**src/rtl/jk_seq_pkg.sv**
```systemverilog
// Shared types and helpers for the JK sequence driver.
// Optional readback compare is enabled by defining JK_SEQ_READBACK_EN.
package jk_seq_pkg;

    localparam int unsigned JK_WIDTH_DEFAULT = 4;
    localparam int unsigned JK_DEPTH_DEFAULT = 4;

    // Controller sequencing states.
    typedef enum logic [1:0] {
        IDLE  = 2'd0,
        DRIVE = 2'd1,
        CHECK = 2'd2
    } jk_seq_state_t;

    // J/K drive pair for one flop.
    typedef struct packed {
        logic j;
        logic k;
    } jk_pair_t;

    // JK excitation for one bit; don't-cares resolved to 0 so the toggle row is never used.
    function automatic jk_pair_t jk_excite(input logic tgt, input logic q);
        jk_pair_t pair;
        pair.j = tgt & ~q;
        pair.k = ~tgt & q;
        return pair;
    endfunction

endpackage : jk_seq_pkg

```
**src/rtl/jk_seq_fifo.sv**
```systemverilog
// Small synchronous FIFO buffering target words for the JK sequence driver.
// Pointers wrap modulo DEPTH (power of 2); occupancy count is $clog2(DEPTH)+1 bits.
module jk_seq_fifo
    import jk_seq_pkg::*;
#(
    parameter int unsigned WIDTH = JK_WIDTH_DEFAULT,
    parameter int unsigned DEPTH = JK_DEPTH_DEFAULT
) (
    input  logic             clk,
    input  logic             rst,
    input  logic             push,
    input  logic             pop,
    input  logic [WIDTH-1:0] wdata,
    output logic [WIDTH-1:0] rdata,
    output logic             full,
    output logic             empty
);

    localparam int unsigned AW = $clog2(DEPTH);
    localparam int unsigned CW = $clog2(DEPTH) + 1;

    logic [WIDTH-1:0] mem [DEPTH];
    logic [AW-1:0]    wr_ptr;
    logic [AW-1:0]    rd_ptr;
    logic [CW-1:0]    count;
    logic             push_ok;
    logic             pop_ok;

    // Writes are refused when full, reads when empty.
    assign push_ok = push && !full;
    assign pop_ok  = pop && !empty;

    assign full  = (count == CW'(DEPTH));
    assign empty = (count == '0);
    assign rdata = mem[rd_ptr];

    // Storage array; contents need no reset since count gates every read.
    always_ff @(posedge clk) begin
        if (push_ok) begin
            mem[wr_ptr] <= wdata;
        end
    end

    // Pointer and occupancy tracking; simultaneous push and pop leave count unchanged.
    always_ff @(posedge clk or negedge rst) begin
        if (!rst) begin
            wr_ptr <= '0;
            rd_ptr <= '0;
            count  <= '0;
        end else begin
            if (push_ok) begin
                wr_ptr <= wr_ptr + AW'(1);
            end
            if (pop_ok) begin
                rd_ptr <= rd_ptr + AW'(1);
            end
            case ({push_ok, pop_ok})
                2'b10:   count <= count + CW'(1);
                2'b01:   count <= count - CW'(1);
                default: count <= count;
            endcase
        end
    end

endmodule : jk_seq_fifo

```
**src/rtl/jk_seq_driver.sv**
```systemverilog
// Drives a bank of WIDTH external JK flops through a buffered sequence of target states.
// Each target runs IDLE (pop, compute J/K) -> DRIVE (J/K applied) -> CHECK (done pulse).
// Define JK_SEQ_READBACK_EN to build the sticky q_fb-vs-target readback check on err.
module jk_seq_driver
    import jk_seq_pkg::*;
#(
    parameter int unsigned WIDTH = JK_WIDTH_DEFAULT,
    parameter int unsigned DEPTH = JK_DEPTH_DEFAULT
) (
    input  logic             clk,
    input  logic             rst,
    input  logic             in_valid,
    output logic             in_ready,
    input  logic [WIDTH-1:0] in_target,
    input  logic [WIDTH-1:0] q_fb,
    output logic [WIDTH-1:0] j,
    output logic [WIDTH-1:0] k,
    output logic             busy,
    output logic             done,
    output logic             err
);

    jk_seq_state_t    state;
    logic             fifo_full;
    logic             fifo_empty;
    logic             fifo_push;
    logic             fifo_pop;
    logic [WIDTH-1:0] head;
    logic [WIDTH-1:0] j_nxt;
    logic [WIDTH-1:0] k_nxt;

    // Accept while not full; the head is consumed only from IDLE.
    assign fifo_push = in_valid && !fifo_full;
    assign fifo_pop  = (state == IDLE) && !fifo_empty;
    assign in_ready  = !fifo_full;
    assign busy      = (state != IDLE) || !fifo_empty;

    jk_seq_fifo #(
        .WIDTH (WIDTH),
        .DEPTH (DEPTH)
    ) u_fifo (
        .clk   (clk),
        .rst   (rst),
        .push  (fifo_push),
        .pop   (fifo_pop),
        .wdata (in_target),
        .rdata (head),
        .full  (fifo_full),
        .empty (fifo_empty)
    );

    // Per-bit excitation of the head target against the live flop state.
    always_comb begin
        jk_pair_t pair;
        pair  = '0;
        j_nxt = '0;
        k_nxt = '0;
        for (int i = 0; i < int'(WIDTH); i++) begin
            pair     = jk_excite(head[i], q_fb[i]);
            j_nxt[i] = pair.j;
            k_nxt[i] = pair.k;
        end
    end

    // Sequencer with registered J/K and done; J/K are nonzero only while in DRIVE.
    always_ff @(posedge clk or negedge rst) begin
        if (!rst) begin
            state <= IDLE;
            j     <= '0;
            k     <= '0;
            done  <= 1'b0;
        end else begin
            j    <= '0;
            k    <= '0;
            done <= 1'b0;
            case (state)
                IDLE: begin
                    if (!fifo_empty) begin
                        state <= DRIVE;
                        j     <= j_nxt;
                        k     <= k_nxt;
                    end
                end
                DRIVE: begin
                    state <= CHECK;
                    done  <= 1'b1;
                end
                CHECK: begin
                    state <= IDLE;
                end
                default: begin
                    state <= IDLE;
                end
            endcase
        end
    end

`ifdef JK_SEQ_READBACK_EN
    logic [WIDTH-1:0] tgt_r;

    // Remember the target being applied so CHECK can compare the flops against it.
    always_ff @(posedge clk or negedge rst) begin
        if (!rst) begin
            tgt_r <= '0;
        end else if (fifo_pop) begin
            tgt_r <= head;
        end
    end

    // Sticky readback mismatch; sequencing carries on regardless.
    always_ff @(posedge clk or negedge rst) begin
        if (!rst) begin
            err <= 1'b0;
        end else if ((state == CHECK) && (q_fb != tgt_r)) begin
            err <= 1'b1;
        end
    end
`else
    assign err = 1'b0;
`endif

endmodule : jk_seq_driver
```
**config.mk**
```make
export PLATFORM = sky130hd
export DESIGN_NAME = jk_seq_driver
export DESIGN_NICKNAME = d
export VERILOG_FILES = /design/src/rtl/jk_seq_pkg.sv /design/src/rtl/jk_seq_fifo.sv /design/src/rtl/jk_seq_driver.sv
export SDC_FILE = /design/constraint.sdc
export NUM_CORES = 1
export LEC_CHECK = 0
export ABC_CLOCK_PERIOD_IN_PS = 6000
export BUFFER_PORTS_ARGS = -buffer_cell sky130_fd_sc_hd__clkbuf_2
export CORE_MARGIN = 2
export CORE_UTILIZATION = 40
export DETAILED_ROUTE_END_ITERATION = 16
export HOLD_SLACK_MARGIN = 0.05
export PLACE_DENSITY = 0.62
export RECOVER_POWER = 50
export SLEW_MARGIN = 20
export SYNTH_ARGS = -nofsm -noshare
export SYNTH_HDL_FRONTEND = slang
export SYNTH_SLANG_ARGS = --single-unit
```
**constraint.sdc**
```tcl
create_clock -name clk -period 6 [get_ports clk]
set_input_delay 0.3 -clock clk [delete_from_list [all_inputs] [get_ports clk]]
set_output_delay 0.3 -clock clk [all_outputs]
set_load 0.05 [all_outputs]
```
# == Word-level counts from Yosys, hierarchy flattened ==
# Memories as Yosys holds them, arrays and structs flattened.
# Index checks and enable logic that the tools add are counted.
# totals
register_bits,18
mem_bits_rw,16
in_bits,11
out_inout_bits,12
elab_cells,54
mem_count,1
# classes
add_sub_neg,4
n_eq_ne,5
n_mux,10
n_bitwise,16
reduce_logical,11
# memory_table
name,depth,word_bits,rd,rd_ports_with_merged_regs,write_ports,line_no,source
u_fifo.mem,4,4,1,0,1,jk_seq_fifo.sv:22,logic [WIDTH-1:0] mem [DEPTH];
# ops
cell,n
$mux W4,4
$and A1 B1 Y1,8
$not A1 Y1,8
$pmux W3 S2,1
$add A2 B1 Y2 const B,2
$eq A2 B1 Y1 const B,2
$logic_and A1 B1 Y1,4
$pmux W2 S2,1
$reduce_bool A2 Y1,2
$add A3 B1 Y3 const B,1
$eq A3 B3 Y1 const B,1
$logic_not A3 Y1,1
$mux W1,3
$sub A3 B1 Y3 const B,1
$eq A2 B2 Y1 const B,1
$logic_not A1 Y1,2
$logic_not A2 Y1,1
$mux W2,1
$ne A2 B2 Y1 const B,1
$logic_or A1 B1 Y1,1

# == Depth between registers and ports, before layout ==
# depth
ltp_word,6
ltp_mapped,10
mapped_depth_nobuf,9

# == Hierarchy ==
# From an unflattened synthesis, not the netlist that was laid out.
# hier_totals
cells_unflattened,89
hier_area_um2,1458.9
# by_module_without_submodules
module,instances,cells_per_inst,area_each_um2,seq_area_each_um2
jk_seq_fifo,1,58,1017.2,655.6
jk_seq_driver,1,31,441.7,275.3

# == Worst setup path after synthesis ==
# OpenSTA, ideal clock, no wires.
# synth_path
path_kind,flip-flop to flip-flop
start,register u_fifo.count[0]
end,register u_fifo.count[2]
setup_ns,0.079
arrival_time_ns,2.092
setup_slack_ns,3.829
stages_incl_launch_ff,10
path_buffers,0
period_less_slack_ns,2.171
cell_sequence,dfrtp_1 or3b_4 and2_4 inv_1 ha_1 inv_1 fa_1 xor2_1 nor2_1 xor2_1
# synth_via
elab_chain_len,6
word_cells_on_any_way,14
# synth_lines
item,line_no,source
start: declaration,jk_seq_fifo.sv:25,logic [CW-1:0] count;
start signal: assignment,jk_seq_fifo.sv:58,2'b10: count <= count + CW'(1);
start signal: assignment,jk_seq_fifo.sv:59,2'b01: count <= count - CW'(1);
start signal: assignment,jk_seq_fifo.sv:60,default: count <= count;
$eq A3 B3 Y1 *,jk_seq_fifo.sv:33,assign full = (count == CW'(DEPTH));
$logic_not A1 Y1 *,-,
net in_ready,jk_seq_driver.sv:13,"output logic in_ready,"
$logic_and A1 B1 Y1,jk_seq_driver.sv:33,assign fifo_push = in_valid && !fifo_full;
$logic_and A1 B1 Y1 *,jk_seq_fifo.sv:30,assign push_ok = push && !full;
$eq A2 B1 Y1 or $eq A2 B2 Y1 (tied branches),jk_seq_fifo.sv:57,"case ({push_ok, pop_ok})"
$pmux W3 S2 or $reduce_bool A2 Y1 (tied branches),-,
# Mark *: on every way through the listed nets, which the timed path passes. The rest lies on a longest branch.
# A chain may end at the register's enable or synchronous reset.

# == Worst setup path after layout ==
# layout_path
start,register u_fifo.count[0]
end,register u_fifo.count[2]
# layout_via
elab_chain_len,6
word_cells_on_any_way,14
# layout_lines
item,line_no
$eq A3 B3 Y1 or $logic_not A3 Y1 (tied branches),"jk_seq_fifo.sv:33, jk_seq_fifo.sv:34"
$logic_not A1 Y1 (on tied branches),-
$logic_and A1 B1 Y1 (on tied branches),"jk_seq_driver.sv:33, jk_seq_driver.sv:34"
$logic_and A1 B1 Y1 (on tied branches),"jk_seq_fifo.sv:30, jk_seq_fifo.sv:31"
$eq A2 B1 Y1 or $eq A2 B2 Y1 (tied branches),jk_seq_fifo.sv:57
$pmux W3 S2 or $reduce_bool A2 Y1 (tied branches),-
# Several ways; a longest one is shown, not always the timed one.

==> implementation parameters <==
Parameter                              Value

Run status
  Status    completed

Routing
  Iteration count of the initial detailed-routing pass    4
  Drt total wl    2.061 mm
  Via/cell ratio    4.594
  Vias    735
  Detail-routed net length per standard cell    12.88 um
  Number of DRC violations after detailed-routing iteration 0    22
  DRC violation count after routing    0
  Routed Antenna Nets    0

Floorplanning
  Die boundary height    62.90 um
  Placeable core region    0.003337 mm2
  Boundary pin count    23
  Die width    62.90 um
  Initial Utilization    0.4158
  Number of rows in the core area    21
  Die area    0.003956 mm2

Layout
  Area taken by multi-input logic gates    409.1 um2
  Fin util    0.4739
  Final net count    130
  Non-filler instance count after layout    160
  Sequential Area    930.9 um2
  Final instance area    0.001582 mm2
  Area growth, synth to finish    13.98%
  Total of fill cells in the finished design    299
  Ratio of cells with drive above 1 in the final layout    0.2632
  Antenna diode count    0

Clock tree
  Clock buffer depth    2
  TritonCTS buffer count    5
  Clock input transition at the sequential cells of the worst setup and hold paths    90 ps
  Post-CTS setup-driven buffer insertion count    0
  Clock latency on the worst-skew pair    330 ps
  CTS tree    built
  Total number of H-tree levels    2
  Number of sinks on the clock net    34
  Quantity of gates resized following cts    0
  CTS Root Cell    sky130_fd_sc_hd__clkbuf_4

Synthesis
  Multiplexer share of the synthesized area    0.08296
  Simple-gate area share of the yosys netlist    0.1118
  Adder and majority cell fraction of the synthesized area    0.05951
  Xor-xnor portion of the synthesized cell area    0.03787
  Syn nets    104
  Post-synthesis instance area    0.001388 mm2
  Mean instance size in the synthesized netlist    15.95 um2
  Register bit count reported by yosys    34
  Synthesized-area fraction occupied by ao, oa, aoi and oai cells    0
  Cell variety after synth    23
  Sequential-to-total area share from yosys stat    0.6709
  Cell count after synthesis    87
  Largest family of logic cells by synthesized area    simple AND/OR/NAND/NOR gates
  Total of warnings raised by yosys    0

Placed design
  Post-place instance area    0.001533 mm2
  Number of instances in the placed design    151
  Setup slack after placement    3766 ps
  Number of buffers inserted by port buffering    21
  Estimated wirelength of the detail-placed design    1.514 mm
  GP Congestion    0.7182

Setup path
  Biggest fanout along the worst timing path    6
  Element type at the critical path start    flop
  Data arrival time of the worst path    2480 ps
  Req. time, crit path    6250 ps
  Setup crit end kind    flop
  Flop-to-flop setup slack    3760 ps
  Path type of the worst setup path    flop to flop

Global route
  Global-route wire length before repair    3.532 mm
  Gr ovfl total    0
  Maximum number of pins on one net before global-route repair    19
  Number of antenna violations at the first check in global routing    0
  Met2 track demand over resource in global routing    0.1795
  GR met1 Demand/Resource    0.1538
  Most congested layer reported by global routing    met2
  Met3 Track Usage GR    0.05405
  Global routing usage summed across all routing layers    0.1222
  Via count of the first global-routing pass    766

Power and ir drop
  Maximum vdd ir drop    170.9 uV
  Total power divided by cell area    530.1 mW/mm2
  Static leakage    0.6743 nW
  PnR Total Power    0.8384 mW

STA
  Clock skew after layout    7.617 ps
  Max Clk Rate    447.3 MHz
  Min Tclk post-route    2236 ps
  Period utilization    0.3726
  Relative slew slack    0.3468
  Summed negative setup slack over all endpoints    0 ps
  Total of endpoints with negative setup slack in the final report    0
  Unrepaired setup endpoints after global routing    no
  Total count of hold-check failures in the final report    0
  Final Max Slew Viols    0
  Crit path setup slack, layout    3764 ps
  Tightest hold margin    132.0 ps
  Worst-Margin Slew    979.8 ps

Worst hold path
  Tightest Hold Check Type    input pin to flop

Run
  Max cap viols    0
## report_power, final
part / switching [mW] / internal (mW)
combinational: 0.214 / 0.138
sequential: 0.0491 / 0.322
clock: 0.0682 / 0.0466
## what timing repair did
action                                  4_1_cts  5_1_grt
hold endpoints to repair                     18        0
endpoints found under the setup margin        0        0
hold buffers                                  1        0
## per-layer routing
layer  share of wire  wire length [um]
met1            0.47               965
met2            0.45               923
met3           0.060               123
met4           0.023                48
met5               0                 0
## cell usage after synthesis
master                     count  share of area
sky130_fd_sc_hd__conb_1        1         0.0027
sky130_fd_sc_hd__fa_1          1          0.014
sky130_fd_sc_hd__inv_1         8          0.022
sky130_fd_sc_hd__or3_2         1         0.0054
sky130_fd_sc_hd__and2_4        1         0.0063
sky130_fd_sc_hd__nor2_1        2         0.0054
sky130_fd_sc_hd__and3_2        4          0.022
sky130_fd_sc_hd__mux2_4        1          0.011
sky130_fd_sc_hd__nand3_1       1         0.0036
sky130_fd_sc_hd__buf_2         2         0.0072
sky130_fd_sc_hd__or3b_4        1         0.0081
sky130_fd_sc_hd__xor2_1        2          0.013
sky130_fd_sc_hd__ha_1          5          0.045
sky130_fd_sc_hd__mux4_2        4          0.065
sky130_fd_sc_hd__dfrtp_1      18           0.32
sky130_fd_sc_hd__nor3_1        1         0.0036
sky130_fd_sc_hd__mux2i_1       1         0.0072
sky130_fd_sc_hd__buf_4         1         0.0054
sky130_fd_sc_hd__nor3b_1       8          0.043
sky130_fd_sc_hd__nand2_1       2         0.0054
sky130_fd_sc_hd__xnor2_1       4          0.025
sky130_fd_sc_hd__nor2b_1       2         0.0090
sky130_fd_sc_hd__edfxtp_1     16           0.35
## critical path: stages (launching register included)
cell,delay [ps]
sky130_fd_sc_hd__dfrtp_1,440
sky130_fd_sc_hd__or3b_4,430
sky130_fd_sc_hd__and2_4,190
sky130_fd_sc_hd__inv_1,60
sky130_fd_sc_hd__ha_1,180
sky130_fd_sc_hd__inv_1,60
sky130_fd_sc_hd__fa_1,370
sky130_fd_sc_hd__xor2_1,150
sky130_fd_sc_hd__nor2_1,110
sky130_fd_sc_hd__xor2_1,180
## kinds of logic (layout without fill, tap and decap cells)
group                      Yosys count  in the layout
DFF                                 34             34
xor gates and xnor gates             6              6
and+or+nand+nor                     23             23
buffers and inverters               11             38
adders and majority gates            6              6
muxes                                6              6
other                                1              1
## final cells by class
cell class | count | share of cell area
flip-flops and latches | 34 | 0.5886
repair buffers | 22 | 0.06646
clock buffers | 8 | 0.03085
multi-input cells | 42 | 0.2587
inverters | 8 | 0.01899
well taps | 46 | 0.03639
## path summary, 6_finish.rpt
kind	startpoint	endpoint	cells past startpoint
max in group asynchronous	rst	state[1]	2
worst min-delay path	q_fb[3]	j[3]	2
worst max-delay path	u_fifo.count[0]	u_fifo.count[2]	9
worst max register to register	u_fifo.count[0]	u_fifo.count[2]	9
worst min register to register	state[1]	done	1
min in group asynchronous	rst	u_fifo.wr_ptr[0]	2
## sequential cells by signal (all words and copies together) (netlist names)
| signal | count |
|---|---|
| u_fifo.rd_ptr | 2 |
| j | 4 |
| state | 2 |
| u_fifo.count | 3 |
| done | 1 |
| u_fifo.mem | 16 |
| u_fifo.wr_ptr | 2 |
| k | 4 |
## placed cells by master (no fill, tap or decap), drive strengths merged
| master | count |
|---|---|
| inv | 8 |
| nand2 | 2 |
| dfrtp | 18 |
| nand3 | 1 |
| conb | 1 |
| edfxtp | 16 |
| clkbuf | 29 |
| nor2 | 2 |
| and2 | 1 |
| fa | 1 |
| dlygate4sd3 | 1 |
| or3b | 1 |
| mux4 | 4 |
| mux2i | 1 |
| xnor2 | 4 |
| or3 | 1 |
| mux2 | 1 |
| ha | 5 |
| nor2b | 2 |
| and3 | 4 |
| nor3 | 1 |
| nor3b | 8 |
| xor2 | 2 |
No activity file was read; power rests on OpenSTA's default activity.
